===== src/rtl/mul_post_stage_if.sv =====
// Handshake and data bundle between the lane multiplier, the post stage and writeback.
// slave is the post-stage view; master is the driver/consumer view.
interface mul_post_stage_if #(
    parameter int DATA_WIDTH = 32
);
    logic                      valid_i;
    logic                      ready_o;
    logic [2*DATA_WIDTH-1:0]   product_i;
    logic [2:0]                op_i;
    logic [DATA_WIDTH-1:0]     acc_i;
    logic                      mul_en_o;
    logic                      valid_o;
    logic                      ready_i;
    logic [DATA_WIDTH-1:0]     result_o;
    logic                      vxsat_o;

    modport slave (
        input  valid_i, product_i, op_i, acc_i, ready_i,
        output ready_o, mul_en_o, valid_o, result_o, vxsat_o
    );

    modport master (
        output valid_i, product_i, op_i, acc_i, ready_i,
        input  ready_o, mul_en_o, valid_o, result_o, vxsat_o
    );
endinterface


===== src/rtl/mul_post_stage.sv =====
// Two-stage post-processing of the lane multiplier product: LO/HI select, MACC/NMSAC, SMUL round+saturate.
// Two cycles accept-to-valid, one item per cycle; ready_o drops only when both stages are full and stalled.
module mul_post_stage #(
    parameter int DATA_WIDTH = 32
) (
    input  logic              module_clk_i,
    input  logic              module_rst_i,
    mul_post_stage_if.slave   bus
);
    localparam int W = DATA_WIDTH;

    localparam logic [2:0] OP_LO    = 3'b000;
    localparam logic [2:0] OP_HI    = 3'b001;
    localparam logic [2:0] OP_MACC  = 3'b010;
    localparam logic [2:0] OP_NMSAC = 3'b011;
    localparam logic [2:0] OP_SMUL  = 3'b100;

    logic             s1_valid;
    logic [2*W-1:0]   s1_product;
    logic [2:0]       s1_op;
    logic [W-1:0]     s1_acc;

    logic             valid_q;
    logic [W-1:0]     result_q;
    logic             vxsat_q;

    logic             s2_free;
    logic             ready;
    logic             accept;

    logic [W-1:0]     lo;
    logic [W-1:0]     hi;
    logic [W-1:0]     smul_rnd;
    logic             smul_sat;
    logic [W-1:0]     nxt_result;
    logic             nxt_vxsat;

    assign s2_free = !valid_q || bus.ready_i;
    assign ready   = !module_rst_i && (!s1_valid || s2_free);
    assign accept  = bus.valid_i && ready;

    assign bus.ready_o  = ready;
    assign bus.mul_en_o = accept;
    assign bus.valid_o  = valid_q;
    assign bus.result_o = result_q;
    assign bus.vxsat_o  = vxsat_q;

    assign lo = s1_product[W-1:0];
    assign hi = s1_product[2*W-1:W];

    // Q(W-1) fractional product: drop the duplicated sign bit and round half up on bit W-2.
    assign smul_rnd = s1_product[2*W-2:W-1] + {{(W-1){1'b0}}, s1_product[W-2]};
    assign smul_sat = (s1_product[2*W-1:2*W-2] == 2'b01);

    always_comb begin
        nxt_result = '0;
        nxt_vxsat  = 1'b0;
        case (s1_op)
            OP_LO:    nxt_result = lo;
            OP_HI:    nxt_result = hi;
            OP_MACC:  nxt_result = s1_acc + lo;
            OP_NMSAC: nxt_result = s1_acc - lo;
            OP_SMUL: begin
                if (smul_sat) begin
                    nxt_result = {1'b0, {(W-1){1'b1}}};
                    nxt_vxsat  = 1'b1;
                end else begin
                    nxt_result = smul_rnd;
                end
            end
            default: begin
                nxt_result = '0;
                nxt_vxsat  = 1'b0;
            end
        endcase
    end

    always_ff @(posedge module_clk_i or posedge module_rst_i) begin
        if (module_rst_i) begin
            s1_valid   <= 1'b0;
            s1_product <= '0;
            s1_op      <= '0;
            s1_acc     <= '0;
        end else if (accept) begin
            s1_valid   <= 1'b1;
            s1_product <= bus.product_i;
            s1_op      <= bus.op_i;
            s1_acc     <= bus.acc_i;
        end else if (s2_free) begin
            s1_valid   <= 1'b0;
        end
    end

    // Result registers only change when a real item moves in, so they never show stale S1 data.
    always_ff @(posedge module_clk_i or posedge module_rst_i) begin
        if (module_rst_i) begin
            valid_q  <= 1'b0;
            result_q <= '0;
            vxsat_q  <= 1'b0;
        end else if (s2_free) begin
            valid_q <= s1_valid;
            if (s1_valid) begin
                result_q <= nxt_result;
                vxsat_q  <= nxt_vxsat;
            end
        end
    end
endmodule


===== src/flat_wrapper.sv =====
// flat-port wrapper written by rule: the top's interface ports become plain ports
module mul_post_stage_flat 
#(
    parameter int DATA_WIDTH = 32
)
  (module_clk_i, module_rst_i, bus_valid_i, bus_product_i, bus_op_i, bus_acc_i, bus_ready_i, bus_ready_o, bus_mul_en_o, bus_valid_o, bus_result_o, bus_vxsat_o);
  mul_post_stage_if #(.DATA_WIDTH(DATA_WIDTH)) bus_i ();
  input  logic module_clk_i;
  input  logic module_rst_i;
  input wire logic [$bits(bus_i.valid_i)-1:0] bus_valid_i;
  input wire logic [$bits(bus_i.product_i)-1:0] bus_product_i;
  input wire logic [$bits(bus_i.op_i)-1:0] bus_op_i;
  input wire logic [$bits(bus_i.acc_i)-1:0] bus_acc_i;
  input wire logic [$bits(bus_i.ready_i)-1:0] bus_ready_i;
  output wire logic [$bits(bus_i.ready_o)-1:0] bus_ready_o;
  output wire logic [$bits(bus_i.mul_en_o)-1:0] bus_mul_en_o;
  output wire logic [$bits(bus_i.valid_o)-1:0] bus_valid_o;
  output wire logic [$bits(bus_i.result_o)-1:0] bus_result_o;
  output wire logic [$bits(bus_i.vxsat_o)-1:0] bus_vxsat_o;
  assign bus_i.valid_i = bus_valid_i;
  assign bus_i.product_i = bus_product_i;
  assign bus_i.op_i = bus_op_i;
  assign bus_i.acc_i = bus_acc_i;
  assign bus_i.ready_i = bus_ready_i;
  assign bus_ready_o = bus_i.ready_o;
  assign bus_mul_en_o = bus_i.mul_en_o;
  assign bus_valid_o = bus_i.valid_o;
  assign bus_result_o = bus_i.result_o;
  assign bus_vxsat_o = bus_i.vxsat_o;
  mul_post_stage #(.DATA_WIDTH(DATA_WIDTH)) u_core (.module_clk_i(module_clk_i), .module_rst_i(module_rst_i), .bus(bus_i));
endmodule

===== config.mk =====
export PLATFORM = sky130hd
export DESIGN_NAME = mul_post_stage_flat
export DESIGN_NICKNAME = d
export VERILOG_FILES = /design/src/rtl/mul_post_stage_if.sv /design/src/rtl/mul_post_stage.sv /design/src/flat_wrapper.sv
export SDC_FILE = /design/constraint.sdc
export NUM_CORES = 1
export LEC_CHECK = 0
export CORE_AREA = 2 2 128 130
export CTS_CLUSTER_SIZE = 10
export DETAILED_ROUTE_END_ITERATION = 6
export DIE_AREA = 0 0 130 132
export GPL_TIMING_DRIVEN = 0
export PLACE_DENSITY = 0.92
export SETUP_SLACK_MARGIN = 0.05
export SYNTH_ARGS = -nofsm -noshare
export SYNTH_HDL_FRONTEND = slang
export SYNTH_SLANG_ARGS = --single-unit

===== constraint.sdc =====
create_clock -name module_clk_i -period 9.45 [get_ports module_clk_i]
set_clock_uncertainty 0.05 [all_clocks]
set_input_delay 1.89 -clock module_clk_i [delete_from_list [all_inputs] [get_ports module_clk_i]]
set_output_delay 1.89 -clock module_clk_i [all_outputs]
set_load 0.005 [all_outputs]

### Yosys cells after proc, flatten, opt, wreduce, memory -nomap -nowiden

Cells that the tools add are included.

* flip-flop bits (word level): 134
* output and inout bits: 36

* add/sub/neg operators: 3
* reduce and logical (&&, ||, !) cells: 10
* mux-type cells: 6
* eq/ne operators: 5

Operators by type and width (count)
* case mux 32 bit (5 select lines): 1
* adder 32 x 1 -> 32 bit: 1
* adder 32 bit: 1
* two-way mux 32 bit: 1
* subtractor 32 bit: 1
* equality test 3 x 2 -> 1 bit (second input constant): 2
* two-way mux 1 bit: 4
* equality test 3 x 1 -> 1 bit (second input constant): 1
* equality test 3 bit (second input constant): 1
* zero test 1 bit: 3
* zero test 3 bit: 1
* equality test 2 x 1 -> 1 bit (second input constant): 1
* logical AND 1 bit: 2
* logical OR 1 bit: 2
* AND reduction 2 bit: 1
* nonzero test 2 bit: 1

### Depth between registers and ports, before layout

* depth after elaboration: 6
* mapped depth: 20
* mapped depth without buffers: 19

### Least setup slack after synthesis

No wires, ideal clock.

* kind: input to output
* start: input bus_ready_i
* end: output bus_mul_en_o
* arrival: 2.839 ns
* slack: 4.671 ns
* data required time: 7.510 ns
* path buffers: 2
* stages: 6
* cell sequence: nor2b_1 a21oi_1 nand2_1 clkbuf_1 inv_1 clkbuf_1

* longest elaborated chain between the ends: 4

RTL lines
* start, declared: RTL line flat_wrapper.sv:14 `input wire logic [$bits(bus_i.ready_i)-1:0] bus_ready_i;`
* logical OR 1 bit: RTL line mul_post_stage.sv:38 `assign s2_free = !valid_q || bus.ready_i;`
* logical OR 1 bit: RTL line mul_post_stage.sv:39 `assign ready = !module_rst_i && (!s1_valid || s2_free);`
* logical AND 1 bit: RTL line mul_post_stage.sv:39
* via bus_ready_o: RTL line flat_wrapper.sv:15 `output wire logic [$bits(bus_i.ready_o)-1:0] bus_ready_o;`
* logical AND 1 bit: RTL line mul_post_stage.sv:40 `assign accept = bus.valid_i && ready;`
* end, declared: RTL line flat_wrapper.sv:16 `output wire logic [$bits(bus_i.mul_en_o)-1:0] bus_mul_en_o;`

The timed path passes the listed nets, and every way through them passes these cells.

### Final worst setup path

* start: input bus_ready_i
* end: output bus_mul_en_o

* longest elaborated chain between the ends: 4

RTL lines (RTL line)
* logical OR 1 bit: mul_post_stage.sv:38
* logical OR 1 bit: mul_post_stage.sv:39
* logical AND 1 bit: mul_post_stage.sv:39
* logical AND 1 bit: mul_post_stage.sv:40

No other way between the ends.

==> metrics.md <==
| Metric | Value |
|---|---|
| Critical path start-end classification | input pin to output pin |
| Post-synthesis async set-or-reset flop share | 100% |
| Category of the worst setup path capture point | output pin |
| GP Congestion | 0.986 |
| Result of the run | finished with violations |
| Clock transition at the registers of the reported paths | 0.06 ns |
| Share of layout cells above drive strength 1 | 13.7% |
| Wire length reported by the detailed router | 26.7 mm |
| Total of max-cap violations | 0 |
| Total number of H-tree levels | 4 |
| Post-route cell area | 10800 sq um |
| Hold violation count in the final report | 0 |
| # rows | 46 |
| Worst hold path startpoint | u_core.bus.result_o[3] |
| Required time of the worst setup path | around 7.5 ns |
| Initial core utilization | 54.6% |
| Max-slew violation total from the final report | 0 |
| Post-route ant nets | 0 |
| HPWL after detailed placement | about 20 mm |
| Total vias in the final route | 8086 |
| Portion of total power attributed to the clock network | between 20% and 30% |
| Combinational Power Share | 43.0% |
| Maximum number of pins on one net before global-route repair | 102 |
| Drt via density | 6.42 |
| Worst rel slew slack | roughly 37% |
| Final total negative setup slack | 0 ns |
| Total gr overflow | 0 |
| Post-synth EDFFs | 0 |
| Post-layout min period | 6.53 ns |
| Die height | 132 um |
| Routed wire length per instance | 21.2 um |
| Number of storage elements in the synthesis netlist | roughly 130 |
| Antenna violations before repair | 0 |
| Unique cell type count in the Yosys netlist | 66 |
| Cell at the root of the clock tree | sky130_fd_sc_hd__clkbuf_16 |
| Proportion of power drawn by flip-flops and latches | 32.5% |
| Number of port buffers | about 140 |
| Main synth FF type | sky130_fd_sc_hd__dfrtp_1 |
| Internal power of the cells | 1.65 mW |
| Cell count after placement | 1228 |
| Iteration-0 DRC count of the detailed router | 895 |
| Launch point of the worst reg-to-reg path | u_core.s1_product[0] |
| Total clock buffers created by CTS | 17 |
| Post-route clock period utilization | 69.1% |
| Syn Area/Cell | 9.83 sq um |
| Non-filler cells in the finished layout | roughly 1300 |
| Count of yosys warnings during synthesis | 0 |
| First-pass GRT wire length | ~42 mm |
| Arr. time, crit path | between 4 and 5 ns |
| Fraction of power spent switching nets | between 30% and 40% |
| Post-synthesis instance area | 8580 sq um |
| CTS max path bufs | 2 |
| RSZ-0062 raised after global routing | no |
| Commonest cells after routing, fill and taps aside | sky130_fd_sc_hd__clkdlybuf4s50_1, sky130_fd_sc_hd__dfrtp_1, sky130_fd_sc_hd__mux2_2 |
| Final antenna diode count | 0 |
| Die area | 17200 sq um |
| CTS tree | done |
| Sequential cell area fraction in the yosys report | 39.1% |
| Growth of design area from synthesis to finish | 26.4% |
| Clock latency reported for the late side of the worst-skew pair | 0.42 ns |
| Total leakage power | 4.41 nW |
| Num Clock Sinks | 134 |
| Worst hold-check path type | flip-flop to flip-flop |
| Placed instance area | between 10000 and 15000 sq um |
| Placeable core region | 15700 sq um |
| Total setup violations reported at the end of the flow | 0 |
| First drt pass iteration count | 7 |
| Via count of the first global-routing pass | 7901 |
| Total Nets Final | 1169 |
| Commonest non-fill, non-tap cell in the layout | sky130_fd_sc_hd__clkdlybuf4s50_1 |
| Type of element launching the critical path | input pin |
| Resized Gates After CTS | 0 |
| Critical Path Fanout Max | 10 |
| Hold-fix buffers, CTS | 0 |
| Post-CTS setup buffers | 0 |
| Actual transition at the worst max-transition pin | about 0.94 ns |
| Largest voltage drop on the vdd net | 148 uV |
| Critical path origin | bus_ready_i |
| Violated checks | design-rule violations |
| Maximum clock rate | 0.153 GHz |
| Power dissipated by switching net loads | 1.00 mW |
| Aggregate global-route resource usage | between 30% and 40% |
| Post-synthesis net count | 1011 |
| Count of pins on the block boundary | 139 |
| DRC violations left | 4 |
| Power per unit of standard cell area | 245 nW/um^2 |
| Syn Inst Count | 873 |
| Die outline width | ~130 um |
## power groups by stage
stage / clock network [mW] / registers (mW) / logic (mW)
detailed placement: 0 / 0.864 / 1.10
finish: 0.650 / 0.864 / 1.14
global placement: 0 / 0.859 / 1.07
CTS: 0.649 / 0.856 / 1.12
global route: 0.674 / 0.873 / 1.24
floorplan: 0 / 0.808 / 0.738
## synth_stat cells (25+ instances only)
| master | number | area share (%) |
|---|---|---|
| sky130_fd_sc_hd__nand3_1 | 29 | 1.7 |
| sky130_fd_sc_hd__nand2_1 | 62 | 2.7 |
| sky130_fd_sc_hd__a21oi_1 | 60 | 3.5 |
| sky130_fd_sc_hd__xnor2_1 | 46 | 4.7 |
| sky130_fd_sc_hd__dfrtp_1 | 134 | 39 |
| sky130_fd_sc_hd__mux2_2 | 95 | 12 |
| sky130_fd_sc_hd__ha_1 | 34 | 5.0 |
| sky130_fd_sc_hd__o21ai_0 | 69 | 4.0 |
| sky130_fd_sc_hd__a221oi_1 | 25 | 2.6 |
| sky130_fd_sc_hd__xor2_1 | 35 | 3.6 |
| sky130_fd_sc_hd__clkbuf_1 | 37 | 1.6 |
| sky130_fd_sc_hd__nor2_1 | 47 | 2.1 |
## worst paths after layout
path | slack [ns] | endpoint | cells past startpoint
setup / recovery | 2.92 | bus_mul_en_o | 8
hold / removal | 0.43 | u_core.bus.result_o[3] | 2
setup reg to reg | 3.93 | u_core.bus.result_o[31] | 19
hold reg to reg | 0.43 | u_core.bus.result_o[3] | 2
max in group asynchronous | 6.77 | u_core.s1_product[5] | 3
min in group asynchronous | 1.80 | u_core.s1_product[56] | 2
## stage by stage
stage          util (%)  hold slack [ns]  setup WS, ns  total power [mW]
5_1_grt            69.0            0.469          2.77              2.79
6_report           69.0            0.434          2.92              2.65
3_3_place_gp       65.1            0.417          2.14              1.93
3_5_place_dp       65.3            0.425          3.03              1.97
2_1_floorplan         -            0.423          3.93              1.55
4_1_cts            69.0            0.438          2.94              2.62
## cell families after synthesis
logic type,count (synthesis),synth area share (%)
fa+ha+maj,35,5.19
mux,98,12.8
simple gates,218,13.2
compound gates,252,19.1
buf+inv,55,2.42
flops,134,39.1
xor+xnor,81,8.27
## registers in the layout, indices dropped and copies added, names as in the netlist
register and count:
u_core.s1_product 64, u_core.s1_op 3, u_core.s1_acc 32, u_core.bus.vxsat_o 1, u_core.s1_valid 1, u_core.bus.result_o 32, u_core.bus.valid_o 1
## cell type report
cell class,instances,area (sq um)
timing repair buffer,139,1410
fill,1195,4870
sequential,134,3350
clock inverter,8,70.1
clock buffer,24,512
multi-input combinational,684,5020
buffer,42,159
inverter,13,53.8
tap,216,270
## layer usage
layer,wire (um),part of all wire [%],GRT usage [%]
met4,863,3.2,12.3
met5,0,0,0
met3,2880,11,6.41
met2,12200,46,48.6
met1,10700,40,43.6
## critical path, cell delays in order
cell	delay, ns
sky130_fd_sc_hd__clkdlybuf4s50_1	0.43
sky130_fd_sc_hd__nor2b_1	0.19
sky130_fd_sc_hd__a21oi_1	0.11
sky130_fd_sc_hd__nand2_1	0.28
sky130_fd_sc_hd__clkbuf_1	0.71
sky130_fd_sc_hd__inv_1	0.20
sky130_fd_sc_hd__clkbuf_1	0.27
sky130_fd_sc_hd__clkdlybuf4s50_1	0.50
Power figures use the tool's default switching activity.
